<file path="src/rtl/mux8_rr_arbiter.sv">
// Round-robin arbiter driving the 3-bit select of an 8-way mux, with registered grant.
// Define ARB_LOCK_EN to keep the grant on one requester until it flags the last word of a packet.
module mux8_rr_arbiter #(
  parameter int unsigned N  = 8,
  parameter int unsigned SW = 3
) (
  input  logic          clk,
  input  logic          rst,
  input  logic [N-1:0]  req,
  input  logic [N-1:0]  last,
  output logic [SW-1:0] sel,
  output logic [N-1:0]  gnt,
  output logic          out_valid,
  input  logic          out_ready,
  output logic [N-1:0]  ack
);

  if (N != 8 || SW != 3) begin : g_bad_cfg
    $error("mux8_rr_arbiter: N must be 8 and SW must be 3");
  end

  typedef enum logic {IDLE, GRANT} state_t;

  // First set bit of vec searching start, start+1, ... modulo N; MSB flags a hit.
  function automatic logic [SW:0] rr_pick(input logic [N-1:0] vec, input logic [SW-1:0] start);
    logic [SW:0]   res;
    logic [SW-1:0] idx;
    res = '0;
    for (int k = N - 1; k >= 0; k--) begin
      idx = start + SW'(k);
      if (vec[idx]) res = {1'b1, idx};
    end
    return res;
  endfunction

  state_t        state, state_n;
  logic [SW-1:0] ptr, ptr_n, sel_n;
  logic [N-1:0]  gnt_n;
  logic          valid_n;
  logic          rearb;

  logic          accept_c;
  logic [SW-1:0] nxt_ptr_c;
  logic [N-1:0]  sel_dec_c;
  logic [SW:0]   pick_req_c, pick_nxt_c;

`ifdef ARB_LOCK_EN
  logic lock, lock_n;
`else
  logic [N-1:0] unused_last;
  assign unused_last = last;
`endif

  assign accept_c   = out_valid & out_ready;
  assign nxt_ptr_c  = sel + SW'(1);
  assign sel_dec_c  = N'(1) << sel;
  assign pick_req_c = rr_pick(req, ptr);
  // Excluding the accepted index lets it win again only when it is alone.
  assign pick_nxt_c = rr_pick(req & ~sel_dec_c, nxt_ptr_c);
  assign ack        = gnt & {N{accept_c}};

  always_ff @(posedge clk) begin
    if (rst) begin
      state     <= IDLE;
      ptr       <= '0;
      sel       <= '0;
      gnt       <= '0;
      out_valid <= 1'b0;
`ifdef ARB_LOCK_EN
      lock      <= 1'b0;
`endif
    end else begin
      state     <= state_n;
      ptr       <= ptr_n;
      sel       <= sel_n;
      gnt       <= gnt_n;
      out_valid <= valid_n;
`ifdef ARB_LOCK_EN
      lock      <= lock_n;
`endif
    end
  end

  always_comb begin
    state_n = state;
    ptr_n   = ptr;
    sel_n   = sel;
    gnt_n   = gnt;
    valid_n = out_valid;
    rearb   = 1'b0;
`ifdef ARB_LOCK_EN
    lock_n  = lock;
`endif
    case (state)
      IDLE: begin
        if (pick_req_c[SW]) begin
          sel_n   = pick_req_c[SW-1:0];
          gnt_n   = N'(1) << pick_req_c[SW-1:0];
          valid_n = 1'b1;
          state_n = GRANT;
        end
      end
      GRANT: begin
        rearb = accept_c;
`ifdef ARB_LOCK_EN
        // Mid-packet: stay on the same requester, valid tracks its request.
        if (accept_c ? !last[sel] : lock) begin
          rearb   = 1'b0;
          lock_n  = 1'b1;
          valid_n = req[sel];
          gnt_n   = req[sel] ? sel_dec_c : '0;
        end else if (accept_c) begin
          lock_n  = 1'b0;
        end
`endif
        if (rearb) begin
          ptr_n = nxt_ptr_c;
          if (pick_nxt_c[SW]) begin
            sel_n   = pick_nxt_c[SW-1:0];
            gnt_n   = N'(1) << pick_nxt_c[SW-1:0];
            valid_n = 1'b1;
          end else if (req[sel]) begin
            gnt_n   = sel_dec_c;
            valid_n = 1'b1;
          end else begin
            gnt_n   = '0;
            valid_n = 1'b0;
            state_n = IDLE;
          end
        end
      end
      default: state_n = IDLE;
    endcase
  end

`ifndef SYNTHESIS
  logic chk_hold_c;
`ifdef ARB_LOCK_EN
  assign chk_hold_c = out_valid & ~out_ready & ~lock;
`else
  assign chk_hold_c = out_valid & ~out_ready;
`endif
  // A granted word that is still waiting must keep its request asserted.
  a_req_held: assert property (@(posedge clk) disable iff (rst) chk_hold_c |=> req[sel])
    else $error("mux8_rr_arbiter: req[%0d] dropped while granted", sel);
`endif

endmodule

</file>
<file path="config.mk">
export PLATFORM = sky130hd
export DESIGN_NAME = mux8_rr_arbiter
export DESIGN_NICKNAME = d
export VERILOG_FILES = /design/src/rtl/mux8_rr_arbiter.sv
export SDC_FILE = /design/constraint.sdc
export NUM_CORES = 1
export LEC_CHECK = 0
export ABC_AREA = 1
export BUFFER_PORTS_ARGS = -buffer_cell sky130_fd_sc_hd__buf_4
export CAP_MARGIN = 10
export CORE_ASPECT_RATIO = 0.75
export CORE_UTILIZATION = 40
export DETAILED_ROUTE_END_ITERATION = 7
export RECOVER_POWER = 100
export SLEW_MARGIN = 20
export SYNTH_ARGS = -nofsm -noshare
export SYNTH_HDL_FRONTEND = slang
export SYNTH_SLANG_ARGS = --single-unit
</file>
<file path="constraint.sdc">
create_clock -name clk -period 4.42 [get_ports clk]
set_input_delay 0 -clock clk [delete_from_list [all_inputs] [get_ports clk]]
set_output_delay 0 -clock clk [all_outputs]
set_load 0.01 [all_outputs]
</file>
==> impl_metrics.env, run 1 <==
export IMPL_outcome="finished clean"
export IMPL_cp_num_buf_inv=3
export IMPL_critical_path_depth=16
export IMPL_cp_required_ns=4.61
export IMPL_synth_seq_cells=16
export IMPL_rows=24
export IMPL_die_h_um=70.1
export IMPL_start_util_pct=42.0
export IMPL_cp_arrival_ns=3.90
export IMPL_dp_hpwl_mm=5.58
export IMPL_cp_end_kind="flop"
export IMPL_fp_dieW_um=92.8
export IMPL_cts_sinks=16
export IMPL_num_vias=2807
export IMPL_dr_pass1_iters=5
export IMPL_period_share_pct=84.1
export IMPL_drc=0
export IMPL_core_area_sq_um=5890
export IMPL_cp_cell_sequence="inv_1, ha_1, inv_1, nand2_1, nand2_2, nand3_1, nand3_1, nand2_1, nor2_1, nand2_1, nor2_2, inv_1, nor3_1, o21bai_1, nand2_1, a21oi_1"
export IMPL_final_max_slew_viol_count=0
export IMPL_syn_area_sq_um=2470
export IMPL_power_leakage_uw=0.00134
export IMPL_period_minus_slack_ns=3.72
export IMPL_port_buffers=30
export IMPL_grt_antenna_before_repair=0
export IMPL_critPathMaxStageDelay_ns=0.57
export IMPL_htree_levels=1
export IMPL_synthCells=433
export IMPL_hold_path_class="input pin to flop"
export IMPL_synth_simple_gate_area_share_pct=49.1
export IMPL_fmax_ghz=0.269
export IMPL_cts_root_buf="clkbuf_8"
export IMPL_async_reset_ff_share_pct=0
export IMPL_clock_path_buffers=2
export IMPL_synth_seq_area_share_pct=12.9
export IMPL_pwr_density_cell_nw_per_um2=492
export IMPL_die_area_sq_um=6510
export IMPL_path_clk_slew_ns=0.07
export IMPL_synth_xor_area_share_pct=3.69
export IMPL_antenna_left=0
export IMPL_worstRegToRegCells=16
export IMPL_drive_above_1_share_pct=14.0
export IMPL_synth_compound_area_share_pct=16.5
export IMPL_maxCapViolations=0
export IMPL_fin_tns_setup_ns=0
export IMPL_critical_path_top_delay_family="simple AND/OR/NAND/NOR gates"
export IMPL_worst_slew_pin_slew_ns=0.517
export IMPL_setup_violations=0
export IMPL_synth_nets=462
export IMPL_ir_worst_vdd_uv=230
export IMPL_synthMuxAreaShare_pct=0
export IMPL_synth_ff_type="dfxtp_1"
export IMPL_path_common_cell="nand2_1"
export IMPL_ctsHoldBuffers=1
export IMPL_avgSynthCellArea_sq_um=5.71
export IMPL_holdCritStartpoint="out_ready"
export IMPL_cts_buffers_inserted=3
export IMPL_grt_pass1_wl_mm=11.6
export IMPL_antenna_cells=0
export IMPL_yosysWarnings=0
export IMPL_cp_slowest_cell="dfxtp_1"
export IMPL_drt_wl_total_mm=7.04
export IMPL_cts_tree="built"
export IMPL_synthToLayoutAreaGrowth_pct=8.50
export IMPL_synth_edf_count=0
export IMPL_rr_endpoint="gnt[4]$_SDFFE_PP0P_"
export IMPL_start_kind="flop"
export IMPL_cp_max_fo=14
export IMPL_grt_ovfl_total=0
export IMPL_rsz0062_at_grt="no"
export IMPL_cp_startpoint="sel[0]$_SDFFE_PP0P_"
export IMPL_grt_pass1_vias=2417
export IMPL_critical_path_class="flop to flop"
export IMPL_nets=487
export IMPL_synthAdderAreaFrac_pct=5.06
export IMPL_cts_resized=0
export IMPL_r2r_slack_ns=0.70
export IMPL_worstReg2RegStart="sel[0]$_SDFFE_PP0P_"
export IMPL_power_uw=1320
export IMPL_grt_max_degree=18
export IMPL_grt_total_usage_pct=21.9
export IMPL_slew_headroom_pct=65.2
export IMPL_crit_path_end="gnt[4]$_SDFFE_PP0P_"
export IMPL_final_hold_violation_count=0
export IMPL_initialDrtViolationCount=186
export IMPL_fin_skew_ns=0.00170
export IMPL_wl_per_cell_um=13.2
export IMPL_stdcell_count=535
export IMPL_place_congestion=0.949
export IMPL_via_per_inst=5.25
export IMPL_place_inst=530
export IMPL_boundaryPins=39
export IMPL_cts_setup_buffers=0
export IMPL_clk_latency_ns=0.25
export IMPL_synth_cell_type_count=36
export IMPL_synth_top_family_by_area="simple AND/OR/NAND/NOR gates"
cell usage in the layout (no fill, tap or decap), types with 3 or more instances in the layout:
master / Yosys / final
clkbuf_1: 1 / 20
nand3_1: 63 / 65
nand3_2: 11 / 9
nand4_1: 4 / 4
dfxtp_1: 16 / 16
ha_1: 10 / 10
clkbuf_8: 0 / 4
nand2_1: 138 / 139
a31oi_1: 3 / 3
inv_2: 15 / 12
a21oi_1: 23 / 23
nor2_1: 31 / 31
o21ai_0: 12 / 13
inv_1: 40 / 43
o21ai_1: 14 / 13
buf_4: 4 / 12
o21ai_2: 3 / 3
nand2_2: 10 / 9
nor2_2: 3 / 3
stage by stage:
| step | hold WS (ns) | setup WS, ns | utilization, % | cell area (sq um) |
|---|---|---|---|---|
| floorplan | 0.0691 | 1.78 | - | 2470 |
| global placement | 0.179 | 1.05 | 46.0 | 2710 |
| detailed placement | 0.181 | 1.10 | 46.0 | 2710 |
| CTS | 0.385 | 1.08 | 47.1 | 2770 |
| global route | 0.426 | 0.366 | 45.6 | 2680 |
| finish | 0.372 | 0.704 | 45.6 | 2680 |
metal layers:
metal  GRT usage [%]  routed length [um]
met3            2.61                 374
met5               0                   0
met4            2.05                  14
met1            35.4                3820
met2            31.3                2830
cell families (layout without fill, tap and decap cells):
group,after synthesis,count (layout)
flops,16,16
simple gates,266,266
fa+ha+maj,10,10
buf+inv,69,93
compound gates,65,65
xor+xnor,7,7
synthesized netlist by cell type (2+ instances only):
cell / instances / area share (%)
nor3_1: 2 / 0.40
xnor2_2: 2 / 1.3
a31oi_1: 3 / 0.76
xor2_1: 2 / 0.71
nor2_2: 3 / 0.76
buf_2: 3 / 0.61
o21ai_1: 14 / 2.8
xor2_2: 2 / 1.3
buf_6: 5 / 2.3
nand4_1: 4 / 1.0
o21bai_1: 2 / 0.61
inv_2: 15 / 2.3
inv_1: 40 / 6.1
nand2_1: 138 / 21
nand3b_1: 2 / 0.61
o21ai_2: 3 / 1.1
nand3_2: 11 / 4.5
nor2_1: 31 / 4.7
o211ai_2: 2 / 1.0
nand2_2: 10 / 2.5
o21ai_0: 12 / 2.4
ha_1: 10 / 5.1
buf_4: 4 / 1.2
nand3_1: 63 / 13
a21oi_1: 23 / 4.7
a21oi_2: 2 / 0.71
dfxtp_1: 16 / 13
sequential cells by signal, summed over array words and instances (netlist names):
register   flops
ptr            3
out_valid      1
state          1
gnt            8
sel            3
final cells by class:
cell class / instances / area (sq um)
Multi-Input combinational cell: 348 / 1830
Timing Repair Buffer: 33 / 175
Inverter: 56 / 210
Tap cell: 78 / 97.6
Clock buffer: 4 / 55.1
Sequential cell: 16 / 320
Fill cell: 666 / 3200
power breakdown:
part | internal, uW | leakage (uW) | total (uW) | switching (uW)
logic | 309 | 0.00118 | 987 | 678
registers | 166 | 0.000132 | 200 | 34.5
clock network | 79.1 | 0.0000288 | 133 | 54.0
total | 553 | 0.00134 | 1320 | 767
tightest hold or removal path, cell delays in order:
cell     delay [ns]
buf_4          0.08
nand2_1        0.21
o21ai_0        0.23
a21oi_1        0.07
worst min path at each step:
stage / end / slack (ns) / depth (start not counted)
after global placement: state$_SDFF_PP0_ / 0.18 / 2
after CTS: state$_SDFF_PP0_ / 0.38 / 4
after detailed placement: state$_SDFF_PP0_ / 0.18 / 2
after floorplan: out_valid$_SDFFE_PP0P_ / 0.07 / 1
final: state$_SDFF_PP0_ / 0.37 / 4
after global routing: state$_SDFF_PP0_ / 0.43 / 4
(Power assumes the default switching activity.)
==> run 2: changes to the inputs <==
- ABC_AREA: 1 -> 0
- clock period: 4.42 -> 3.4 ns (I/O delays scaled with it)
==> run 2 against run 1 <==
Compared with the run above: non-clock buffer count up 19; synthesized area up 19%; design area up 28%; clock power up 11%; synthesized cell count down 18%; worst setup slack worse by 0.59 ns; cell count down 10%; sequential share of layout area down 2.4 points; first-iteration DRC count up 15%; critical path type unchanged; largest cell class unchanged.
==> impl_metrics.env, run 2 <==
export IMPL_outcome="finished clean"
export IMPL_htree_levels=1
export IMPL_power_uw=1670
export IMPL_cts_root_buf="clkbuf_8"
export IMPL_cp_required_ns=3.55
export IMPL_port_buffers=30
export IMPL_ctsHoldBuffers=0
export IMPL_hold_path_class="input pin to flop"
export IMPL_synthToLayoutAreaGrowth_pct=16.6
export IMPL_grt_ovfl_total=0
export IMPL_slew_headroom_pct=52.3
export IMPL_grt_pass1_wl_mm=14.6
export IMPL_die_h_um=76.3
export IMPL_worst_slew_pin_slew_ns=0.706
export IMPL_synth_edf_count=0
export IMPL_synth_cell_type_count=71
export IMPL_fp_dieW_um=101
export IMPL_layout_common_cells="32 x buf_4, 23 x nor2_1, 20 x nand3_1"
export IMPL_multiInputGateArea_sq_um=2530
export IMPL_final_common_cell="buf_4"
export IMPL_period_share_pct=96.6
export IMPL_boundaryPins=39
export IMPL_place_congestion=0.883
export IMPL_synth_nets=382
export IMPL_num_vias=3063
export IMPL_clk_latency_ns=0.25
export IMPL_drc=0
export IMPL_top_register="gnt"
export IMPL_nets=412
export IMPL_maxCapViolations=0
export IMPL_place_inst=473
export IMPL_final_max_slew_viol_count=0
export IMPL_avgSynthCellArea_sq_um=8.33
export IMPL_drive_above_1_share_pct=27.0
export IMPL_async_reset_ff_share_pct=0
export IMPL_start_kind="flop"
export IMPL_grt_max_degree=22
export IMPL_dr_pass1_iters=5
export IMPL_via_per_inst=6.38
export IMPL_synth_ff_type="dfxtp_1"
export IMPL_yosysTopAreaCell="mux4_2"
export IMPL_power_leakage_uw=0.00129
export IMPL_synthCells=353
export IMPL_clock_path_buffers=2
export IMPL_antenna_cells=0
export IMPL_ys_top_cells_by_area="mux4_2 13%, dfxtp_1 11%, mux2i_1 5.4%"
export IMPL_cts_sinks=16
export IMPL_synth_most_common_cell="nor2_1"
export IMPL_path_clk_slew_ns=0.06
export IMPL_synth_seq_area_share_pct=10.9
export IMPL_drt_wl_total_mm=9.11
export IMPL_dp_hpwl_mm=6.75
export IMPL_critical_path_class="flop to flop"
export IMPL_fmax_ghz=0.304
export IMPL_initialDrtViolationCount=213
export IMPL_cp_cell_sequence="buf_12, ha_2, and2_1, o22ai_1, mux4_2, nor4_2, o211ai_1, and4bb_2, buf_4, nand3b_1, a311oi_1"
export IMPL_largestRegisters="gnt (8), ptr (3), sel (3)"
export IMPL_start_util_pct=42.2
export IMPL_fin_skew_ns=0.00262
export IMPL_yosysWarnings=0
export IMPL_critPathMaxStageDelay_ns=0.61
export IMPL_core_area_sq_um=6960
export IMPL_syn_area_sq_um=2940
export IMPL_synth_seq_cells=16
export IMPL_wl_per_cell_um=19.0
export IMPL_cts_tree="built"
export IMPL_cp_slowest_cell="mux4_2"
export IMPL_grt_total_usage_pct=23.7
export IMPL_period_minus_slack_ns=3.29
export IMPL_pwr_density_cell_nw_per_um2=489
export IMPL_cts_buffers_inserted=3
export IMPL_largest_reg_flops=8
export IMPL_final_seq_area_sq_um=325
export IMPL_grt_antenna_before_repair=0
export IMPL_ir_worst_vdd_uv=404
export IMPL_setup_violations=0
export IMPL_final_hold_violation_count=0
export IMPL_cp_arrival_ns=3.44
export IMPL_rows=26
export IMPL_antenna_left=0
export IMPL_cp_max_fo=21
export IMPL_cp_end_kind="flop"
export IMPL_die_area_sq_um=7700
export IMPL_grt_pass1_vias=2840
export IMPL_synth_top_area_share_pct=13.0
export IMPL_synth_common_cells="23 x nor2_1, 20 x nand3_1, 18 x nand2_1, 17 x mux4_2"
export IMPL_stdcell_count=480
export IMPL_final_fill_count=700
-- run 2: final timing paths --
| check | cells past startpoint | to | slack [ns] | start |
|---|---|---|---|---|
| worst max-delay path | 11 | gnt[1]$_SDFFE_PP0P_ | 0.11 | sel[0]$_SDFFE_PP0P_ |
| worst min register to register | 2 | gnt[0]$_SDFFE_PP0P_ | 0.52 | gnt[0]$_SDFFE_PP0P_ |
| worst min-delay path | 2 | gnt[4]$_SDFFE_PP0P_ | 0.05 | rst |
| worst max register to register | 11 | gnt[1]$_SDFFE_PP0P_ | 0.11 | sel[0]$_SDFFE_PP0P_ |
-- run 2: stage by stage --
stage / setup slack, ns / hold WS, ns / setup TNS (ns) / area (sq um) / util [%]
global placement: 0.135 / 0.313 / 0 / 3370 / 48.4
detailed placement: 0.0641 / 0.306 / 0 / 3370 / 48.4
finish: 0.115 / 0.0484 / 0 / 3430 / 49.2
CTS: 0.0321 / 0.0427 / 0 / 3410 / 49.0
global route: -0.0393 / 0.0588 / -0.0516 / 3430 / 49.2
floorplan: -0.0268 / 0.0721 / -0.0354 / 3040 / -
-- run 2: timing repair --
action / CTS / global route
setup endpoints to repair: 0 / 9
buffers inserted: 0 / 3
gates resized for setup: 0 / 12
-- run 2: per-layer routing --
metal  vias to the layer above  wire length, um  global-route usage, %
met5                         -                0                      0
li1                       1433                -                      -
met4                         0              125                   3.62
met1                      1500             4300                   34.9
met3                        12              551                   2.57
met2                       118             4140                   37.6
-- run 2: area by class of cell --
class | count | share of cell area [%]
flip-flops and latches | 16 | 9.49
clock buffers | 4 | 1.31
inverters | 13 | 1.57
repair buffers | 52 | 10.2
multi-input cells | 297 | 73.9
well taps | 98 | 3.58
-- run 2: power by group --
group,leakage (uW),total [uW],switching [uW],internal (uW)
logic,0.00113,1290,722,570
clock network,0.0000228,148,65.3,83.0
registers,0.000133,235,23.9,211
total,0.00129,1670,811,864
-- run 2: worst max-delay path, delay by kind of cell, from the launching register on --
kind                       cells  cell delay (ns)
and+or+nand+nor                4             1.01
muxes                          1             0.61
AOI/OAI and AO/OA              3             0.60
DFF                            1             0.39
buffers and inverters          2             0.33
adders and majority gates      1             0.24
-- run 2: cells by family after synthesis --
family                   after synthesis  synth area share (%)
AO/OA/AOI/OAI                        110                  28.6
XOR/XNOR                              11                  3.79
adder cells (fa/ha/maj)               10                  4.26
buffers and inverters                 40                  6.64
flip-flops                            16                  10.9
multiplexers                          47                  24.0
AND/OR/NAND/NOR                      119                  21.8
==> run 3: changes to the inputs <==
- CORE_ASPECT_RATIO: 0.75 -> not set
==> run 3 against run 2 <==
Compared with the run above: sequential cell count stayed put; highest routed layer unchanged; utilization is 0.68 points higher; maximum frequency rose by 0.55%; sequential power about the same; critical path type unchanged; sequential share of layout area decreased by 0.14 points; total power rose by 0.85%; critical endpoint is now gnt[7]$_SDFFE_PP0P_; combinational power is essentially flat; register-to-register slack improved by 0.02 ns; design area rose by 1.1%; routed wire length fell by 5.3%.
==> impl_metrics.env, run 3 (synthesis gave the netlist of run 2 again) <==
export IMPL_outcome="finished clean"
export IMPL_pwr_share_clk_pct=10.2
export IMPL_cp_required_ns=3.58
export IMPL_cp_cell_sequence="buf_12, ha_1, and2_1, o22ai_1, mux4_2, or2_4, o311ai_4, mux2_4, or3b_1, a311oi_2"
export IMPL_seqPwrFrac_pct=13.8
export IMPL_htree_levels=1
export IMPL_rr_endpoint="gnt[7]$_SDFFE_PP0P_"
export IMPL_final_hold_violation_count=0
export IMPL_clock_path_buffers=2
export IMPL_dr_pass1_iters=4
export IMPL_critical_path_class="flop to flop"
export IMPL_critPathMaxStageDelay_ns=0.59
export IMPL_place_congestion=0.903
export IMPL_period_share_pct=96.1
export IMPL_grt_pass1_wl_mm=14.1
export IMPL_fmax_ghz=0.306
export IMPL_initialDrtViolationCount=203
export IMPL_cts_root_buf="clkbuf_8"
export IMPL_critical_path_top_delay_family="multiplexers"
export IMPL_multiInputGateArea_sq_um=2550
export IMPL_final_seq_area_sq_um=324
export IMPL_nets=416
export IMPL_clk_latency_ns=0.26
export IMPL_start_util_pct=42.3
export IMPL_fin_ws_ns=0.133
export IMPL_core_area_sq_um=6940
export IMPL_die_h_um=87.7
export IMPL_grt_total_usage_pct=23.2
export IMPL_final_fill_count=704
export IMPL_drt_wl_total_mm=8.63
export IMPL_slew_headroom_pct=56.1
export IMPL_worstRegToRegCells=10
export IMPL_top_register="gnt"
export IMPL_place_inst=472
export IMPL_final_common_cell="buf_4"
export IMPL_num_vias=3029
export IMPL_period_minus_slack_ns=3.27
export IMPL_cp_slowest_cell="mux4_2"
export IMPL_pwr_share_comb_pct=76.0
export IMPL_cts_tree="built"
export IMPL_start_kind="flop"
export IMPL_holdCritStartpoint="rst"
export IMPL_rsz0062_at_grt="no"
export IMPL_cp_num_buf_inv=1
export IMPL_setup_violations=0
export IMPL_drc=0
export IMPL_cts_sinks=16
export IMPL_r2r_slack_ns=0.13
export IMPL_grt_ovfl_total=0
export IMPL_cp_arrival_ns=3.44
export IMPL_sw_frac_of_total_pct=46.6
export IMPL_rows=30
export IMPL_worst_slew_pin_slew_ns=0.658
export IMPL_hold_path_class="input pin to flop"
export IMPL_maxCapViolations=0
export IMPL_hold_end="gnt[4]$_SDFFE_PP0P_"
export IMPL_worstHoldPathCells=2
export IMPL_cp_end_kind="flop"
export IMPL_pwr_density_cell_nw_per_um2=487
export IMPL_synthToLayoutAreaGrowth_pct=17.9
export IMPL_layout_common_cells="35 x buf_4, 23 x nor2_1, 20 x nand3_1"
export IMPL_dp_hpwl_mm=6.50
export IMPL_via_per_inst=6.28
export IMPL_fp_dieW_um=87.7
export IMPL_p_sw_uw=787
export IMPL_cp_max_fo=27
export IMPL_final_max_slew_viol_count=0
export IMPL_boundaryPins=39
export IMPL_stdcell_count=482
export IMPL_fin_skew_ns=0.00619
export IMPL_intPower_uw=902
export IMPL_antenna_left=0
export IMPL_largestRegisters="gnt (8), ptr (3), sel (3)"
export IMPL_wl_per_cell_um=17.9
export IMPL_drive_above_1_share_pct=26.7
export IMPL_die_area_sq_um=7700
export IMPL_pre_cts_slack_ns=0.0523
export IMPL_ir_worst_vdd_uv=254
export IMPL_worstReg2RegStart="sel[0]$_SDFFE_PP0P_"
export IMPL_antenna_cells=0
export IMPL_grt_pass1_vias=2824
export IMPL_port_buffers=30
export IMPL_cts_buffers_inserted=3
export IMPL_path_clk_slew_ns=0.07
export IMPL_grt_antenna_before_repair=0
export IMPL_grt_max_degree=28
export IMPL_largest_reg_flops=8
export IMPL_power_leakage_uw=0.00130
==> run 3: changes by cell type in the layout (fill, tap and decap cells not counted), moves of 2 or more <==
cell / previous run / this run
xor2_2: 0 / 2
ha_2: 3 / 1
xor2_1: 5 / 3
buf_4: 32 / 35
==> run 3: stage by stage <==
stage	total power, uW	cell area, sq um	hold WS [ns]	utilization (%)	setup TNS [ns]
3_5_place_dp	1450	3370	0.307	48.6	0
6_report	1690	3470	0.0389	49.9	0
5_1_grt	1830	3470	0.0511	49.9	0
3_3_place_gp	1440	3370	0.306	48.6	0
4_1_cts	1630	3430	0.0316	49.4	0
2_1_floorplan	1160	3040	0.0721	-	-0.0354
==> run 3: repair_timing <==
item | CTS | global route
setup buffers | 0 | 6
hold endpoints to repair | 0 | 0
setup endpoints to repair | 0 | 9
hold buffers | 0 | 0
resized for setup | 0 | 12
==> run 3: power groups by stage <==
stage	Sequential, uW	Clock (uW)	Combinational [uW]
after floorplan	241	0	919
after global placement	237	0	1210
after detailed placement	238	0	1210
after CTS	234	176	1220
after global routing	237	185	1400
final	233	172	1280
==> run 3: final cells by class <==
type,count,share of cell area [%]
Multi-Input combinational cell,297,73.6
Timing Repair Buffer,56,10.4
Sequential cell,16,9.35
Tap cell,96,3.47
Clock buffer,4,1.59
Inverter,13,1.55
==> run 3: worst register-to-register path, cell delays in order, from the launching register on <==
cell	delay (ns)
dfxtp_4	0.40
buf_12	0.21
ha_1	0.25
and2_1	0.21
o22ai_1	0.15
mux4_2	0.59
or2_4	0.30
o311ai_4	0.10
mux2_4	0.37
or3b_1	0.37
a311oi_2	0.23
==> run 3: worst max-delay path by stage <==
stage                                    from                   to  slack, ns  cells after the start
after global routing      sel[1]$_SDFFE_PP0P_  gnt[2]$_SDFFE_PP0P_      0.003                     13
after floorplan           sel[0]$_SDFFE_PP0P_  gnt[7]$_SDFFE_PP0P_      -0.03                     13
after CTS                 sel[0]$_SDFFE_PP0P_  gnt[7]$_SDFFE_PP0P_       0.05                     10
final                     sel[0]$_SDFFE_PP0P_  gnt[7]$_SDFFE_PP0P_       0.13                     10
after global placement    sel[0]$_SDFFE_PP0P_  gnt[7]$_SDFFE_PP0P_       0.08                      9
after detailed placement  sel[0]$_SDFFE_PP0P_  gnt[7]$_SDFFE_PP0P_       0.05                     10
==> run 3: metal layers <==
metal / GRT usage, % / wire, um
met5: 0 / 0
met4: 6.86 / 143
met3: 1.98 / 397
met2: 38.1 / 4110
met1: 32.4 / 3980
